==> src/rtl/vga_monitor.sv <==
// VGA timing monitor: locks onto an incoming sync stream, validates line/frame
// timing, reports active-window pixels and a per-frame additive checksum.
module vga_monitor #(
    parameter int H_TOTAL     = 800,
    parameter int V_TOTAL     = 525,
    parameter int H_SYNC_LEN  = 97,
    parameter int V_SYNC_LEN  = 3,
    parameter int H_ACT_START = 97,
    parameter int H_ACT_LEN   = 640,
    parameter int V_ACT_START = 3,
    parameter int V_ACT_LEN   = 480
) (
    input  logic        CLOCK_25,
    input  logic        reset,
    input  logic        vga_hs,
    input  logic        vga_vs,
    input  logic [7:0]  vga_r,
    input  logic [7:0]  vga_g,
    input  logic [7:0]  vga_b,
    output logic        locked,
    output logic        pix_valid,
    output logic [9:0]  pix_x,
    output logic [9:0]  pix_y,
    output logic [23:0] pix_rgb,
    output logic        frame_done,
    output logic [15:0] frame_sum,
    output logic [15:0] frame_count,
    output logic [3:0]  err_flags,
    output logic [7:0]  err_count
);

    localparam logic [1:0] ST_SEARCH = 2'd0;
    localparam logic [1:0] ST_CHECK  = 2'd1;
    localparam logic [1:0] ST_LOCKED = 2'd2;

    localparam logic [11:0] H_TOTAL_W = 12'(H_TOTAL);
    localparam logic [11:0] H_WDOG_W  = 12'(2 * H_TOTAL);
    localparam logic [10:0] H_SYNC_W  = 11'(H_SYNC_LEN);
    localparam logic [10:0] V_TOTAL_W = 11'(V_TOTAL);
    localparam logic [9:0]  V_SYNC_W  = 10'(V_SYNC_LEN);
    localparam logic [11:0] H_ACT_LO  = 12'(H_ACT_START);
    localparam logic [11:0] H_ACT_HI  = 12'(H_ACT_START + H_ACT_LEN);
    localparam logic [10:0] V_ACT_LO  = 11'(V_ACT_START);
    localparam logic [10:0] V_ACT_HI  = 11'(V_ACT_START + V_ACT_LEN);

    function automatic logic [10:0] sat_inc11(input logic [10:0] v);
        return (v == 11'h7FF) ? v : v + 11'd1;
    endfunction

    function automatic logic [9:0] sat_inc10(input logic [9:0] v);
        return (v == 10'h3FF) ? v : v + 10'd1;
    endfunction

    function automatic logic [7:0] sat_inc8(input logic [7:0] v);
        return (v == 8'hFF) ? v : v + 8'd1;
    endfunction

    logic        hs_s1_q, hs_s1_d, vs_s1_q, vs_s1_d;
    logic [23:0] rgb_s1_q, rgb_s1_d;
    logic        hs_prev_q, hs_prev_d, vs_ls_q, vs_ls_d;
    logic [10:0] h_cnt_q, h_cnt_d, hs_hi_q, hs_hi_d;
    logic [9:0]  v_cnt_q, v_cnt_d, vs_hi_q, vs_hi_d;
    logic [1:0]  state_q, state_d;
    logic [15:0] acc_q, acc_d;
    logic        pix_valid_q, pix_valid_d;
    logic [9:0]  pix_x_q, pix_x_d, pix_y_q, pix_y_d;
    logic [23:0] pix_rgb_q, pix_rgb_d;
    logic        frame_done_q, frame_done_d;
    logic [15:0] frame_sum_q, frame_sum_d, frame_count_q, frame_count_d;
    logic [3:0]  err_flags_q, err_flags_d;
    logic [7:0]  err_count_q, err_count_d;

    logic        line_start, frame_start, chk_en, any_err, h_in, v_in;
    logic [3:0]  err_vec;
    logic [15:0] px_sum;

    always_comb begin
        hs_s1_d   = vga_hs;
        vs_s1_d   = vga_vs;
        rgb_s1_d  = {vga_r, vga_g, vga_b};
        hs_prev_d = hs_s1_q;

        line_start  = hs_s1_q && !hs_prev_q;
        frame_start = line_start && vs_s1_q && !vs_ls_q;

        h_cnt_d = line_start ? 11'd0 : sat_inc11(h_cnt_q);
        hs_hi_d = line_start ? 11'd1 : (hs_s1_q ? sat_inc11(hs_hi_q) : hs_hi_q);
        vs_ls_d = line_start ? vs_s1_q : vs_ls_q;
        v_cnt_d = frame_start ? 10'd0 : (line_start ? sat_inc10(v_cnt_q) : v_cnt_q);
        vs_hi_d = frame_start ? 10'd1
                : ((line_start && vs_s1_q) ? sat_inc10(vs_hi_q) : vs_hi_q);

        // Measurements close at the start that ends them; watchdog fires once on the exact count.
        chk_en     = (state_q != ST_SEARCH);
        err_vec    = 4'b0000;
        err_vec[0] = (line_start && chk_en && (({1'b0, h_cnt_q} + 12'd1) != H_TOTAL_W))
                   || (!line_start && ({1'b0, h_cnt_d} == H_WDOG_W));
        err_vec[1] = line_start && chk_en && (hs_hi_q != H_SYNC_W);
        err_vec[2] = frame_start && chk_en && (({1'b0, v_cnt_q} + 11'd1) != V_TOTAL_W);
        err_vec[3] = frame_start && chk_en && (vs_hi_q != V_SYNC_W);
        any_err    = |err_vec;

        state_d = state_q;
        case (state_q)
            ST_SEARCH: if (frame_start && !any_err) state_d = ST_CHECK;
            ST_CHECK: begin
                if (any_err)          state_d = ST_SEARCH;
                else if (frame_start) state_d = ST_LOCKED;
            end
            ST_LOCKED: if (any_err) state_d = ST_SEARCH;
            default:   state_d = ST_SEARCH;
        endcase

        h_in = ({1'b0, h_cnt_d} >= H_ACT_LO) && ({1'b0, h_cnt_d} < H_ACT_HI);
        v_in = ({1'b0, v_cnt_d} >= V_ACT_LO) && ({1'b0, v_cnt_d} < V_ACT_HI);
        pix_valid_d = (state_d == ST_LOCKED) && h_in && v_in;
        pix_x_d     = pix_valid_d ? 10'({1'b0, h_cnt_d} - H_ACT_LO) : 10'd0;
        pix_y_d     = pix_valid_d ? 10'({1'b0, v_cnt_d} - V_ACT_LO) : 10'd0;
        pix_rgb_d   = pix_valid_d ? rgb_s1_q : 24'd0;

        px_sum = 16'(rgb_s1_q[23:16]) + 16'(rgb_s1_q[15:8]) + 16'(rgb_s1_q[7:0]);
        acc_d  = frame_start ? 16'd0 : (pix_valid_d ? acc_q + px_sum : acc_q);

        // A frame is only reported when it ran start-to-start in LOCKED without fault.
        frame_done_d  = frame_start && (state_q == ST_LOCKED) && !any_err;
        frame_sum_d   = frame_done_d ? acc_q : frame_sum_q;
        frame_count_d = frame_done_d ? frame_count_q + 16'd1 : frame_count_q;

        err_flags_d = err_flags_q | err_vec;
        err_count_d = any_err ? sat_inc8(err_count_q) : err_count_q;
    end

    always_ff @(posedge CLOCK_25) begin
        if (reset) begin
            hs_s1_q       <= 1'b0;
            vs_s1_q       <= 1'b0;
            rgb_s1_q      <= 24'd0;
            hs_prev_q     <= 1'b0;
            vs_ls_q       <= 1'b0;
            h_cnt_q       <= 11'd0;
            hs_hi_q       <= 11'd0;
            v_cnt_q       <= 10'd0;
            vs_hi_q       <= 10'd0;
            state_q       <= ST_SEARCH;
            acc_q         <= 16'd0;
            pix_valid_q   <= 1'b0;
            pix_x_q       <= 10'd0;
            pix_y_q       <= 10'd0;
            pix_rgb_q     <= 24'd0;
            frame_done_q  <= 1'b0;
            frame_sum_q   <= 16'd0;
            frame_count_q <= 16'd0;
            err_flags_q   <= 4'd0;
            err_count_q   <= 8'd0;
        end else begin
            hs_s1_q       <= hs_s1_d;
            vs_s1_q       <= vs_s1_d;
            rgb_s1_q      <= rgb_s1_d;
            hs_prev_q     <= hs_prev_d;
            vs_ls_q       <= vs_ls_d;
            h_cnt_q       <= h_cnt_d;
            hs_hi_q       <= hs_hi_d;
            v_cnt_q       <= v_cnt_d;
            vs_hi_q       <= vs_hi_d;
            state_q       <= state_d;
            acc_q         <= acc_d;
            pix_valid_q   <= pix_valid_d;
            pix_x_q       <= pix_x_d;
            pix_y_q       <= pix_y_d;
            pix_rgb_q     <= pix_rgb_d;
            frame_done_q  <= frame_done_d;
            frame_sum_q   <= frame_sum_d;
            frame_count_q <= frame_count_d;
            err_flags_q   <= err_flags_d;
            err_count_q   <= err_count_d;
        end
    end

    assign locked      = (state_q == ST_LOCKED);
    assign pix_valid   = pix_valid_q;
    assign pix_x       = pix_x_q;
    assign pix_y       = pix_y_q;
    assign pix_rgb     = pix_rgb_q;
    assign frame_done  = frame_done_q;
    assign frame_sum   = frame_sum_q;
    assign frame_count = frame_count_q;
    assign err_flags   = err_flags_q;
    assign err_count   = err_count_q;

endmodule

==> config.mk <==
export PLATFORM = sky130hd
export DESIGN_NAME = vga_monitor
export DESIGN_NICKNAME = d
export VERILOG_FILES = /design/src/rtl/vga_monitor.sv
export SDC_FILE = /design/constraint.sdc
export NUM_CORES = 1
export LEC_CHECK = 0
export CORE_ASPECT_RATIO = 1.2
export CORE_MARGIN = 8
export CORE_UTILIZATION = 43
export CTS_CLUSTER_DIAMETER = 100
export DETAILED_ROUTE_END_ITERATION = 7
export PLACE_DENSITY = 0.78
export SETUP_SLACK_MARGIN = 0.05
export SYNTH_ARGS = -nofsm -noshare
export SYNTH_HDL_FRONTEND = slang
export SYNTH_SLANG_ARGS = --single-unit
==> constraint.sdc <==
create_clock -name CLOCK_25 -period 5.18 [get_ports CLOCK_25]
set_clock_uncertainty 0.05 [all_clocks]
set_input_delay 0.518 -clock CLOCK_25 [delete_from_list [all_inputs] [get_ports CLOCK_25]]
set_output_delay 0.518 -clock CLOCK_25 [all_outputs]
set_load 0.02 [all_outputs]
# Word-level counts from Yosys, hierarchy flattened
# Cells that the tools add are included.
[classes]
n_addsub = 13
n_lt_le_gt_ge = 4
eq_ne = 15
muxes = 16
n_bitwise = 5
reduce_logical = 35
[op_table]
columns = ["cell", "count"]
rows = [
  ["$eq 11x11->1 const B", 3],
  ["$mux 10", 3],
  ["$add 11x1->11 const B", 2],
  ["$mux 11", 2],
  ["$add 10x1->10 const B", 2],
  ["$eq 10x10->1 const B", 2],
  ["$logic_and 1x1->1", 17],
  ["$add 16x1->16 const B", 1],
  ["$add 16x10->16", 1],
  ["$add 11x1->12 const B", 1],
  ["$ne 12x10->1 const B", 1],
  ["$add 10x1->11 const B", 1],
  ["$ge 11x7->1 const B", 1],
  ["$lt 11x10->1 const B", 1],
  ["$ne 11x10->1 const B", 1],
  ["$ne 11x7->1 const B", 1],
  ["$add 9x8->10", 1],
  ["$ge 10x2->1 const B", 1],
  ["$lt 10x9->1 const B", 1],
  ["$ne 10x2->1 const B", 1],
  ["$reduce_and 2->1", 5],
  ["$sub 10x2->10 const B", 1],
  ["$sub 10x7->10 const B", 1],
  ["$add 8x8->9", 1],
  ["16 further kinds", 36],
]
[totals]
register_bits = 178
in_bits = 28
out_inout_bits = 91
wordCells = 110

# Logic depth before layout (Yosys ltp)
[logic_depth]
depth_word = 16
ltp_mapped = 19
mapped_depth_nobuf = 15

# Worst setup path before layout
# Ideal clock, no wire load.
[synth_timing]
kind = "register to register"
startpoint = "register rgb_s1_q[1]"
endpoint = "register acc_q[15]"
setup_time_ns = 0.118
t_arrival_ns = 3.461
required_time_ns = 5.012
slack_ns = 1.551
path_stages_with_launch = 15
n_path_buf = 0
synth_period_minus_slack_ns = 3.629
path_cell_list = "dfxtp_1 -> fa_1 -> fa_1 -> ha_1 -> inv_1 -> fa_1 -> nor2b_1 -> o21ai_0 -> a21boi_0 -> o21a_1 -> o21ai_0 -> a21oi_1 -> a21oi_1 -> or4b_1 -> mux2i_1"
[synth_via]
elab_chain_cells = 2
[synth_lines]
columns = ["item", "line_no", "source"]
rows = [
  ["start, declared", "59", "logic [23:0] rgb_s1_q, rgb_s1_d;"],
  ["start signal, assigned", "158", "rgb_s1_q <= rgb_s1_d;"],
  ["$add 9x8->10", "121", "px_sum = 16'(rgb_s1_q[23:16]) + 16'(rgb_s1_q[15:8]) + 16'(rgb_s1_q[7:0]);"],
  ["$add 16x10->16", "122", "acc_d = frame_start ? 16'd0 : (pix_valid_d ? acc_q + px_sum : acc_q);"],
  ["end signal, assigned", "145", "acc_q <= 16'd0;"],
  ["end signal, assigned", "166", "acc_q <= acc_d;"],
  ["end, declared", "64", "logic [15:0] acc_q, acc_d;"],
]
# Every way passes these cells.
# A chain may end at the register's enable or synchronous reset.

# Worst setup path after layout
[layout_timing]
startpoint = "register v_cnt_q[0]"
endpoint = "register pix_rgb_q[17] (netlist: pix_rgb[17])"
[layout_via]
elab_cells_between_ends = 23
cone_classes = "2 x add/sub; 2 x order compare; 3 x eq/ne; 7 x mux; 1 x bitwise; 8 x reduce/logical"
[layout_lines]
columns = ["item", "line_no", "source"]
rows = [
  ["start, declared", "62", "logic [9:0] v_cnt_q, v_cnt_d, vs_hi_q, vs_hi_d;"],
  ["start signal, assigned", "163", "v_cnt_q <= v_cnt_d;"],
  ["$add 10x1->10 or $eq 10x10->1 (tied branches)", "51", "return (v == 10'h3FF) ? v : v + 10'd1;"],
  ["$mux 10", "51", ""],
  ["$mux 10 * (2 in a row)", "89", "v_cnt_d = frame_start ? 10'd0 : (line_start ? sat_inc10(v_cnt_q) : v_cnt_q);"],
  ["net v_cnt_d[0]", "62", ""],
  ["$ge 10x2->1 or $lt 10x9->1 (tied branches)", "115", "v_in = ({1'b0, v_cnt_d} >= V_ACT_LO) && ({1'b0, v_cnt_d} < V_ACT_HI);"],
  ["$logic_and 1x1->1 *", "115", ""],
  ["$logic_and 1x1->1 *", "116", "pix_valid_d = (state_d == ST_LOCKED) && h_in && v_in;"],
  ["$not 1->1 (no source line) *", "--", ""],
  ["$reduce_or 2->1 (no source line) *", "--", ""],
  ["end signal, assigned", "170", "pix_rgb_q <= pix_rgb_d;"],
  ["end, declared", "67", "logic [23:0] pix_rgb_q, pix_rgb_d;"],
]
# Mark *: on every way through the listed nets, which the timed path passes. The rest lies on a longest branch.

==> results_dict.tcl <==
set metrics [dict create \
    status "completed" \
    cts_htree_levels 4 \
    post-route-util 0.534 \
    fp.dieH_um 167 \
    drive_above_1_share 0.0716 \
    overflow 0 \
    synth_cells 872 \
    rsz0062_at_grt "false" \
    intPower_mw 2.12 \
    worstPathMaxFanout 27 \
    ys_seq_area_frac 0.434 \
    worst_pin_slew_ns 1.07 \
    final_nets 1032 \
    clock_latency_ns 0.43 \
    syn_area_sq_um 8210 \
    async_flop_share 0 \
    synthFlopType "dfxtp_1" \
    totalWireLength_mm 18.6 \
    viasPerCell 5.18 \
    grt_max_degree 69 \
    power_frac_clock 0.440 \
    switchingPower_uw 698 \
    n_antenna_cell 0 \
    hold_viol 0 \
    cp_cell_sequence "ha_1 > nand3_1 > nor3_1 > nor2_1 > xnor2_1 > nor2_1 > ha_1 > nand4b_4 > nor3_1 > and4b_1 > nand2_2 > or2_1 > inv_2 > and2_1" \
    pin_count 119 \
    synth_top_cell_by_area "dfxtp_1" \
    grt_pass1_wl_mm 30.2 \
    pwr-share-comb 0.063 \
    final_area_sq_um 10000 \
    min_period_ns 4.45 \
    power.leakage_nw 3.93 \
    die_w_um 142 \
    path_buf_inv 1 \
    cts.path.max_buffers 2 \
    fmax_mhz 225 \
    drv_cap 0 \
    drt-initial-drc-count 364 \
    swShare 0.248 \
    die_area_sq_um 23800 \
    drtPass1Iterations 5 \
    ys_ff_latch 178 \
    clk_pin_slew_worst_paths_ns 0.07 \
    hold_class "in -> reg" \
    period_share 0.859 \
    final.fill_count 1660 \
    avgSynthCellArea_sq_um 9.42 \
    ant_nets 0 \
    cts_tree "yes" \
    slew_headroom 0.287 \
    drc 0 \
    power_frac_seq 0.497 \
    via_count 6388 \
    p_per_area_nw_per_um2 281 \
    finalPower_mw 2.82 \
    synth_top_cells_by_area "dfxtp_1, nor2_1, mux2i_1, fa_1, xnor2_1" \
    area_delta_synth_final_pct 22.3 \
    critPathKind "reg -> reg" \
    synth_most_common_cell "dfxtp_1" \
    finalMaxSlewViolations 0 \
    antenna_found_initial 0 \
    yosysTopAreaCellShare 0.434 \
    crit_path_max_incr_delay_ns 0.59 \
    rows 55 \
    yosys-top-cells-count "dfxtp_1, nor2_1, a21oi_1, mux2i_1, nand2_1" \
    cp_top_family "simple AND/OR/NAND/NOR gates" \
    cts_buffers 17 \
    routedWlPerCell_um 15.1 \
    grt_usage 0.157 \
    place.gp.congestion 0.892 \
    cpMaxStageDelayCell "or2_1" \
    grt_pass1_vias 6109 \
    place_area_sq_um 9460 \
    ys_types 71 \
    root_buffer "clkbuf_16" \
    clock-sinks 178 \
    vdd_drop_max_uv 232 \
    hold_buffers 0 \
    cts_resized 0 \
    worstSetupStartpointType "register" \
    required_ns 5.45 \
    critPathCaptureType "register" \
    yosys_warnings 0 \
    io_buffers 118 \
    start_util 0.437 \
    setup-violations-final 0 \
    fin_tns_setup_ns 0 \
    core_area_sq_um 18800 \
    dp_hpwl_mm 13.3 \
    cp.arrival_ns 4.72 \
    syn-num-nets 939 \
    synth_edf_count 0 \
    cts_setup_buffers 0 \
]
-- power by group through the flow --
stage	Combinational [mW]	Sequential (mW)	Clock [mW]
global placement	0.173	1.43	0
finish	0.177	1.40	1.24
detailed placement	0.177	1.43	0
floorplan	0.130	1.43	0
global route	0.199	1.40	1.33
CTS	0.179	1.40	1.27
-- cells in the final DEF, fill, tap and decap left out, drive strengths merged, types with 6 or more instances in the layout --
cell type | Yosys | routed
nand3 | 24 | 24
inv | 21 | 27
nand4 | 19 | 19
xnor2 | 35 | 35
clkbuf | 17 | 19
nor2b | 34 | 34
a211oi | 6 | 6
nor4 | 10 | 10
nor3 | 22 | 22
o21ai | 23 | 23
nand2b | 8 | 8
dfxtp | 178 | 178
and2 | 31 | 31
nand2 | 40 | 40
fa | 16 | 16
o31ai | 6 | 6
ha | 23 | 23
clkdlybuf4s50 | 0 | 117
a21o | 7 | 7
or3 | 12 | 12
xor2 | 24 | 24
mux2i | 37 | 37
and3 | 12 | 12
nor2 | 134 | 134
a21oi | 48 | 48
-- sequential cells by signal, summed over array words and instances, names as in the netlist --
signal,count
frame_sum,16
rgb_s1_q,24
vs_s1_q,1
hs_prev_d,1
err_flags,4
frame_count,16
vs_ls_q,1
pix_x,10
v_cnt_q,10
err_count,8
acc_q,16
state_q,2
pix_rgb,24
hs_prev_q,1
hs_hi_q,11
vs_hi_q,10
pix_y,10
frame_done,1
h_cnt_q,11
pix_valid,1
-- through the flow --
stage,setup slack (ns),hold WS [ns],cells
after detailed placement,0.809,0.417,1202
after floorplan,1.55,0.391,872
after CTS,0.782,0.409,1234
final,0.732,0.419,1234
after global routing,0.223,0.418,1234
after global placement,0.945,0.400,1202
-- worst reg2reg max path, stage by stage (launching register included) --
cell and delay (ns):
dfxtp_1 0.41, ha_1 0.27, nand3_1 0.18, nor3_1 0.32, nor2_1 0.17, xnor2_1 0.27
nor2_1 0.12, ha_1 0.29, nand4b_4 0.21, nor3_1 0.26, and4b_1 0.26, nand2_2 0.35
or2_1 0.60, inv_2 0.32, and2_1 0.27
-- layout make-up --
| type | instances | area [sq um] | share of cell area |
|---|---|---|---|
| repair buffers | 120 | 1190 | 0.119 |
| clock buffers | 19 | 443 | 0.0441 |
| inverters | 21 | 78.8 | 0.00785 |
| clock inverters | 13 | 140 | 0.0140 |
| well taps | 256 | 320 | 0.0319 |
| flip-flops and latches | 178 | 3560 | 0.355 |
| multi-input cells | 627 | 4300 | 0.428 |
-- routing by layer --
metal | track usage | wire, um | vias up
met1 | 0.178 | 7810 | 3006
met4 | 0.0688 | 460 | 0
met5 | 0 | 0 | -
met3 | 0.0535 | 1370 | 32
li1 | - | - | 3172
met2 | 0.260 | 8960 | 178
-- final timing paths --
| check | start | to | slack, ns | depth (start not counted) |
|---|---|---|---|---|
| hold reg to reg | err_flags[1] | err_flags[1] | 0.43 | 2 |
| setup reg to reg | v_cnt_q[0] | pix_rgb[17] | 0.73 | 14 |
| setup / recovery | v_cnt_q[0] | pix_rgb[17] | 0.73 | 14 |
| hold / removal | reset | err_count[6] | 0.42 | 2 |
-- kinds of logic after synthesis --
group / after synthesis / share of synthesized area
AO/OA/AOI/OAI: 118 / 0.0924
XOR/XNOR: 59 / 0.0629
flip-flops: 178 / 0.434
multiplexers: 38 / 0.0465
buffers and inverters: 67 / 0.0421
AND/OR/NAND/NOR: 373 / 0.248
adder cells (fa/ha/maj): 39 / 0.0741
Note: power is estimated with default switching activity, not from simulation.
